[config.mk]
export PLATFORM = sky130hd
export DESIGN_NAME = ssd1306_spi_sequencer
export DESIGN_NICKNAME = d
export VERILOG_FILES = /design/src/rtl/ssd1306_spi_sequencer_pkg.sv /design/src/rtl/ssd1306_spi_sequencer_byte_fifo.sv /design/src/rtl/ssd1306_spi_sequencer.sv
export SDC_FILE = /design/constraint.sdc
export NUM_CORES = 1
export LEC_CHECK = 0
export ABC_AREA = 1
export CAP_MARGIN = 10
export CORE_MARGIN = 1.5
export CORE_UTILIZATION = 57
export DETAILED_ROUTE_END_ITERATION = 8
export PLACE_DENSITY = 0.91
export SLEW_MARGIN = 10
export SYNTH_ARGS = -nofsm -noshare
export SYNTH_HDL_FRONTEND = slang
export SYNTH_SLANG_ARGS = --single-unit
[constraint.sdc]
create_clock -name clk_in -period 2.25 [get_ports clk_in]
set_input_delay 0.675 -clock clk_in [delete_from_list [all_inputs] [get_ports clk_in]]
set_output_delay 0.675 -clock clk_in [all_outputs]
set_load 0.01 [all_outputs]
[src/rtl/ssd1306_spi_sequencer_pkg.sv]
// Shared types and constants for the SSD1306 SPI sequencer.
package ssd1306_pkg;

  localparam int SPI_BYTE_W = 8;

  typedef enum logic [2:0] {
    RES_LOW  = 3'd0,
    RES_WAIT = 3'd1,
    IDLE     = 3'd2,
    SETUP    = 3'd3,
    START    = 3'd4,
    SHIFT    = 3'd5,
    NEXT     = 3'd6,
    HOLD     = 3'd7
  } seq_state_t;

  typedef struct packed {
    logic                  dc;
    logic [SPI_BYTE_W-1:0] data;
  } spi_entry_t;

  function automatic int max3(input int a, input int b, input int c);
    int m;
    m = (a > b) ? a : b;
    return (m > c) ? m : c;
  endfunction

endpackage

[src/rtl/ssd1306_spi_sequencer_byte_fifo.sv]
// Single-clock show-ahead FIFO; full/empty are decoded from the occupancy counter.
module byte_fifo
  import ssd1306_pkg::*;
#(
  parameter int  DEPTH   = 4,
  parameter type entry_t = spi_entry_t
) (
  input  logic                       clk_in,
  input  logic                       resetn_in,
  input  logic                       push,
  input  logic                       pop,
  input  entry_t                     wdata,
  output entry_t                     rdata,
  output logic                       full,
  output logic                       empty,
  output logic [$clog2(DEPTH+1)-1:0] level
);

  localparam int PTR_W = $clog2(DEPTH);
  localparam int LVL_W = $clog2(DEPTH + 1);

  entry_t           mem_q [DEPTH];
  logic [PTR_W-1:0] wr_ptr_q;
  logic [PTR_W-1:0] rd_ptr_q;
  logic [LVL_W-1:0] level_q;
  logic [LVL_W-1:0] level_d;
  logic             push_s;
  logic             pop_s;

  assign full   = (level_q == LVL_W'(DEPTH));
  assign empty  = (level_q == {LVL_W{1'b0}});
  assign push_s = push & ~full;
  assign pop_s  = pop & ~empty;
  assign rdata  = mem_q[rd_ptr_q];
  assign level  = level_q;

  // Occupancy next-state; simultaneous push and pop cancel out.
  always_comb begin
    level_d = level_q;
    if (push_s && !pop_s) begin
      level_d = level_q + LVL_W'(1);
    end else if (!push_s && pop_s) begin
      level_d = level_q - LVL_W'(1);
    end else begin
      level_d = level_q;
    end
  end

  // Storage, pointers and occupancy registers.
  always_ff @(posedge clk_in or negedge resetn_in) begin
    if (!resetn_in) begin
      wr_ptr_q <= {PTR_W{1'b0}};
      rd_ptr_q <= {PTR_W{1'b0}};
      level_q  <= {LVL_W{1'b0}};
      for (int i = 0; i < DEPTH; i++) begin
        mem_q[i] <= '0;
      end
    end else begin
      level_q <= level_d;
      if (push_s) begin
        mem_q[wr_ptr_q] <= wdata;
        wr_ptr_q        <= wr_ptr_q + PTR_W'(1);
      end
      if (pop_s) begin
        rd_ptr_q <= rd_ptr_q + PTR_W'(1);
      end
    end
  end

endmodule

[src/rtl/ssd1306_spi_sequencer.sv]
// SSD1306 SPI sequencer: OLED reset pulse, then drains {dc, byte} entries through
// an external byte shift register while framing chip select and D/C.
module ssd1306_spi_sequencer
  import ssd1306_pkg::*;
#(
  parameter int DEPTH      = 4,
  parameter int RES_CYCLES = 16,
  parameter int CS_SETUP   = 1,
  parameter int CS_HOLD    = 1
) (
  input  logic                       clk_in,
  input  logic                       resetn_in,
  input  logic                       wr_valid,
  output logic                       wr_ready,
  input  logic [SPI_BYTE_W-1:0]      wr_data,
  input  logic                       wr_dc,
  output logic                       sr_start,
  output logic [SPI_BYTE_W-1:0]      sr_data,
  input  logic                       sr_ready,
  output logic                       oled_cs_n,
  output logic                       oled_dc,
  output logic                       oled_res_n,
  output logic                       busy,
  output logic                       init_done,
  output logic [$clog2(DEPTH+1)-1:0] fifo_level
);

  localparam int LVL_W   = $clog2(DEPTH + 1);
  localparam int CNT_MAX = max3(RES_CYCLES, CS_SETUP, CS_HOLD);
  localparam int CNT_W   = $clog2(CNT_MAX + 1);
  localparam logic [CNT_W-1:0] CNT_ZERO = {CNT_W{1'b0}};
  localparam logic [CNT_W-1:0] CNT_ONE  = CNT_W'(1);
  localparam logic [LVL_W-1:0] LVL_ONE  = LVL_W'(1);

  seq_state_t            state_q, state_d;
  logic [CNT_W-1:0]      cnt_q, cnt_d;
  logic                  sr_start_q, oled_cs_n_q, oled_dc_q, oled_res_n_q, busy_q, init_done_q;
  logic [SPI_BYTE_W-1:0] sr_data_q;
  spi_entry_t            wr_entry_s, head_s;
  logic                  full_s, empty_s, pop_s, wr_accept_s, dc_load_s, nonempty_next_s;
  logic [LVL_W-1:0]      level_s;

  assign wr_entry_s  = '{dc: wr_dc, data: wr_data};
  assign wr_accept_s = wr_valid & ~full_s;

  byte_fifo #(.DEPTH(DEPTH), .entry_t(spi_entry_t)) u_fifo (
    .clk_in   (clk_in),
    .resetn_in(resetn_in),
    .push     (wr_accept_s),
    .pop      (pop_s),
    .wdata    (wr_entry_s),
    .rdata    (head_s),
    .full     (full_s),
    .empty    (empty_s),
    .level    (level_s)
  );

  // Sequencer next state; one shared down-counter times every wait state.
  always_comb begin
    state_d = state_q;
    cnt_d   = cnt_q;
    pop_s   = 1'b0;
    case (state_q)
      RES_LOW, RES_WAIT: begin
        if (cnt_q == CNT_ZERO) begin
          state_d = (state_q == RES_LOW) ? RES_WAIT : IDLE;
          cnt_d   = CNT_W'(RES_CYCLES - 1);
        end else begin
          cnt_d = cnt_q - CNT_ONE;
        end
      end
      IDLE: begin
        if (!empty_s) begin
          state_d = SETUP;
          cnt_d   = CNT_W'(CS_SETUP - 1);
        end else begin
          state_d = IDLE;
        end
      end
      SETUP: begin
        if (cnt_q != CNT_ZERO) begin
          cnt_d = cnt_q - CNT_ONE;
        end else if (sr_ready) begin
          state_d = START;
        end else begin
          state_d = SETUP;
        end
      end
      START: begin
        pop_s   = 1'b1;
        state_d = SHIFT;
        cnt_d   = CNT_ONE;
      end
      SHIFT: begin
        // cnt_q=1 marks the first SHIFT cycle, where sr_ready is not yet trusted.
        if (cnt_q != CNT_ZERO) begin
          cnt_d = CNT_ZERO;
        end else if (sr_ready) begin
          state_d = empty_s ? HOLD : NEXT;
          cnt_d   = CNT_W'(CS_HOLD - 1);
        end else begin
          state_d = SHIFT;
        end
      end
      NEXT: begin
        state_d = START;
      end
      HOLD: begin
        if (cnt_q == CNT_ZERO) begin
          state_d = IDLE;
        end else begin
          cnt_d = cnt_q - CNT_ONE;
        end
      end
      default: begin
        state_d = RES_LOW;
        cnt_d   = CNT_W'(RES_CYCLES - 1);
      end
    endcase
  end

  assign dc_load_s       = ((state_q == IDLE) && (state_d == SETUP)) || (state_d == NEXT);
  assign nonempty_next_s = wr_accept_s | (~empty_s & ~(pop_s & (level_s == LVL_ONE)));

  // State and counter registers.
  always_ff @(posedge clk_in or negedge resetn_in) begin
    if (!resetn_in) begin
      state_q <= RES_LOW;
      cnt_q   <= CNT_W'(RES_CYCLES - 1);
    end else begin
      state_q <= state_d;
      cnt_q   <= cnt_d;
    end
  end

  // Registered outputs decoded from the upcoming state.
  always_ff @(posedge clk_in or negedge resetn_in) begin
    if (!resetn_in) begin
      oled_res_n_q <= 1'b0;
      oled_cs_n_q  <= 1'b1;
      oled_dc_q    <= 1'b0;
      sr_start_q   <= 1'b0;
      sr_data_q    <= {SPI_BYTE_W{1'b0}};
      init_done_q  <= 1'b0;
      busy_q       <= 1'b1;
    end else begin
      oled_res_n_q <= (state_d != RES_LOW);
      oled_cs_n_q  <= (state_d == RES_LOW) || (state_d == RES_WAIT) || (state_d == IDLE);
      sr_start_q   <= (state_d == START);
      init_done_q  <= init_done_q | (state_d == IDLE);
      busy_q       <= (state_d != IDLE) | nonempty_next_s;
      if (state_d == START) begin
        sr_data_q <= head_s.data;
      end else begin
        sr_data_q <= sr_data_q;
      end
      if (dc_load_s) begin
        oled_dc_q <= head_s.dc;
      end else begin
        oled_dc_q <= oled_dc_q;
      end
    end
  end

  assign wr_ready   = ~full_s;
  assign fifo_level = level_s;
  assign sr_start   = sr_start_q;
  assign sr_data    = sr_data_q;
  assign oled_cs_n  = oled_cs_n_q;
  assign oled_dc    = oled_dc_q;
  assign oled_res_n = oled_res_n_q;
  assign busy       = busy_q;
  assign init_done  = init_done_q;

endmodule

==> flow_summary.json <==
{
  "ioPinCount": 31,
  "post_drt_via_cell_ratio": 5.47,
  "wl_per_cell_um": 13.9,
  "die_y_um": 77.3,
  "cts_tree": "yes",
  "drt_pre_antenna_iters": 4,
  "critPathMaxFanout": 1,
  "cp-start-kind": "register",
  "route.detailed.drc": 0,
  "synth_top_area_cell": "dfrtp_1",
  "setup_slack_ns": 0.177,
  "place_ws_ns": 0.0978,
  "crit_type": "register to output pin",
  "start_util_pct": 60.4,
  "leakage_nw": 1.86,
  "crit_chain": "clkdlybuf4s50_1",
  "slew_headroom_pct": 59.2,
  "rsz0062_at_grt": "false",
  "grt_first_pass_wirelength_um": 11800,
  "final_common_cell": "nand2_1",
  "final_nets": 429,
  "cts_buffers": 9,
  "synthesis.nets": 386,
  "grtUsageTotal_pct": 25.4,
  "grt_max_degree": 58,
  "min-delay-path-class": "input pin to asynchronous set/reset pin",
  "gp_congestion": 0.880,
  "postRouteAntennaNets": 0,
  "synth_cell_types": 32,
  "core_um2": 5200,
  "synth_warnings": 0,
  "vias": 2624,
  "syn_inst": 362,
  "placed_area_um2": 3570,
  "critPathSlowestCell": "dfstp_2",
  "finalSetupTns_ns": 0,
  "status": "complete, no violations",
  "layout-drive-gt1-share_pct": 13.4,
  "worst_pin_slew_ns": 0.611,
  "dieWidth_um": 77.3,
  "dp_hpwl_um": 4300,
  "cts_hold_buf": 0,
  "whs_ns": 0.183,
  "cts.htree.levels": 3,
  "cts.path.max_buffers": 2,
  "synth_top_area_share_pct": 46.9,
  "final_cell_mix": "86 x nand2_1, 66 x o21ai_0, 59 x dfrtp_1",
  "p_per_area_nw_per_um2": 1590,
  "setup_viol": 0,
  "drv_cap": 0,
  "yosysSeqAreaShare_pct": 51.9,
  "critical_path_buf_inv_count": 1,
  "hold_violations": 0,
  "finalClockSkew_ns": 0.00946,
  "io_buffer_count": 30,
  "die-area_um2": 5970,
  "drt-total-wl_um": 6680,
  "antenna-diode-count": 0,
  "clk_latency_ns": 0.35,
  "syn_area_um2": 3150,
  "drtIter0Drc": 232,
  "synthTopCellsByArea": "dfrtp_1 47%, o21ai_0 11%, nand2_1 10%",
  "syn_area_per_cell_um2": 8.69,
  "crit_family": "flip-flops",
  "antenna_found_initial": 0,
  "period_minus_slack_ns": 2.07,
  "fin_crit_sh_pct": 92.1,
  "clock-sinks": 65,
  "fmax_ghz": 0.482,
  "cp.arrival_ns": 1.40,
  "first_global_vias": 2600,
  "report.final.slew_viol_count": 0,
  "ys_ff_latch": 65,
  "instances_no_fill": 480,
  "worstPathRequired_ns": 1.57,
  "vdd_drop_max_v": 0.000783,
  "crit_path_end_kind": "output pin",
  "stdcell_area_um2": 3820,
  "area_growth_pct": 21.3,
  "fp-row-count": 26,
  "path_clk_slew_ns": 0.07,
  "critical_path.max_stage_delay_ns": 0.53,
  "grt.overflow.total": 0,
  "clock-root-buffer": "clkbuf_8",
  "dp_cells": 462
}
[layout make-up]
class	count	area [um^2]
Sequential cell	65	1630
Fill cell	349	1390
Multi-Input combinational cell	251	1330
Timing Repair Buffer	42	397
Inverter	36	140
Clock buffer	10	138
Clock inverter	6	90.1
Tap cell	70	87.6
[state kept, by name, summed over array words and instances, names as in the netlist]
name / flops
oled_dc: 1
state_q: 3
sr_data: 8
u_fifo.level: 3
busy: 1
u_fifo.rd_ptr_q: 2
init_done: 1
u_fifo.mem_q: 36
oled_cs_n: 1
cnt_q: 5
u_fifo.wr_ptr_q: 2
sr_start: 1
oled_res_n: 1
[kinds of logic (layout without fill, tap and decap cells)]
logic type	count (synthesis)	count (layout)	synth area share (%)
XOR/XNOR	8	8	2.23
buffers and inverters	46	94	5.77
flip-flops	65	65	51.9
AND/OR/NAND/NOR	144	144	20.6
AO/OA/AOI/OAI	88	88	15.1
adder cells (fa/ha/maj)	11	11	4.38
[where the power goes]
group          leakage [nW]  total [W]  internal, W  switching (W)
Combinational         0.956    0.00284      0.00111        0.00173
Sequential            0.796    0.00210      0.00174       0.000362
Clock                 0.113    0.00112     0.000657       0.000468
Total                  1.86    0.00607      0.00351        0.00256
[final timing paths]
kind | start | depth (start not counted) | slack, ns | to
max | busy$_DFF_PN1_ | 1 | 0.18 | busy
min | resetn_in | 1 | 0.18 | u_fifo.level[2]$_DFFE_PN0P_
max reg2reg | cnt_q[0]$_DFFE_PN1P_ | 14 | 0.38 | sr_data[0]$_DFFE_PN0P_
min reg2reg | u_fifo.mem_q[17]$_DFFE_PN0P_ | 2 | 0.48 | u_fifo.mem_q[17]$_DFFE_PN0P_
max in group asynchronous | resetn_in | 2 | 1.45 | oled_cs_n$_DFF_PN1_
min in group clk_in | u_fifo.mem_q[17]$_DFFE_PN0P_ | 2 | 0.48 | u_fifo.mem_q[17]$_DFFE_PN0P_
[metrics by stage]
stage,total power [W],utilization [%]
5_1_grt,0.00659,73.3
6_report,0.00607,73.3
3_3_place_gp,0.00473,68.7
3_5_place_dp,0.00487,68.7
2_1_floorplan,0.00399,-
4_1_cts,0.00607,73.3
[per-layer routing]
layer  up-vias  wire length, um  GRT usage [%]
li1       1268                -              -
met1      1251             2970           33.2
met2        90             3190           41.2
met3        15              364           4.88
met4         0              153           11.3
met5         -                0              0
[synthesized netlist by cell type]
library cell / count
nand3b_1: 2
nand4_1: 1
nand2_4: 2
xor2_1: 7
a21oi_1: 2
dfstp_2: 6
a22oi_1: 2
dfrtp_1: 59
o21ai_0: 66
nor2_8: 1
inv_2: 3
ha_1: 11
nor2_1: 29
nor2_4: 3
nor2_2: 2
a21oi_2: 1
xnor2_1: 1
nand3_2: 2
o221ai_1: 1
a31oi_1: 1
o22ai_1: 9
clkbuf_1: 9
nand3_1: 11
nand2_1: 86
o22ai_2: 1
o21ai_1: 4
buf_4: 1
clkinv_4: 1
inv_1: 32
nor3_1: 1
nand2_2: 4
a21boi_0: 1
[timing repair]
action	in CTS	in global routing
setup buffers	2	0
resized for setup	1	0
endpoints found under the setup margin	1	0
hold endpoints to repair	0	0
No activity file was read; power rests on OpenSTA's default activity.
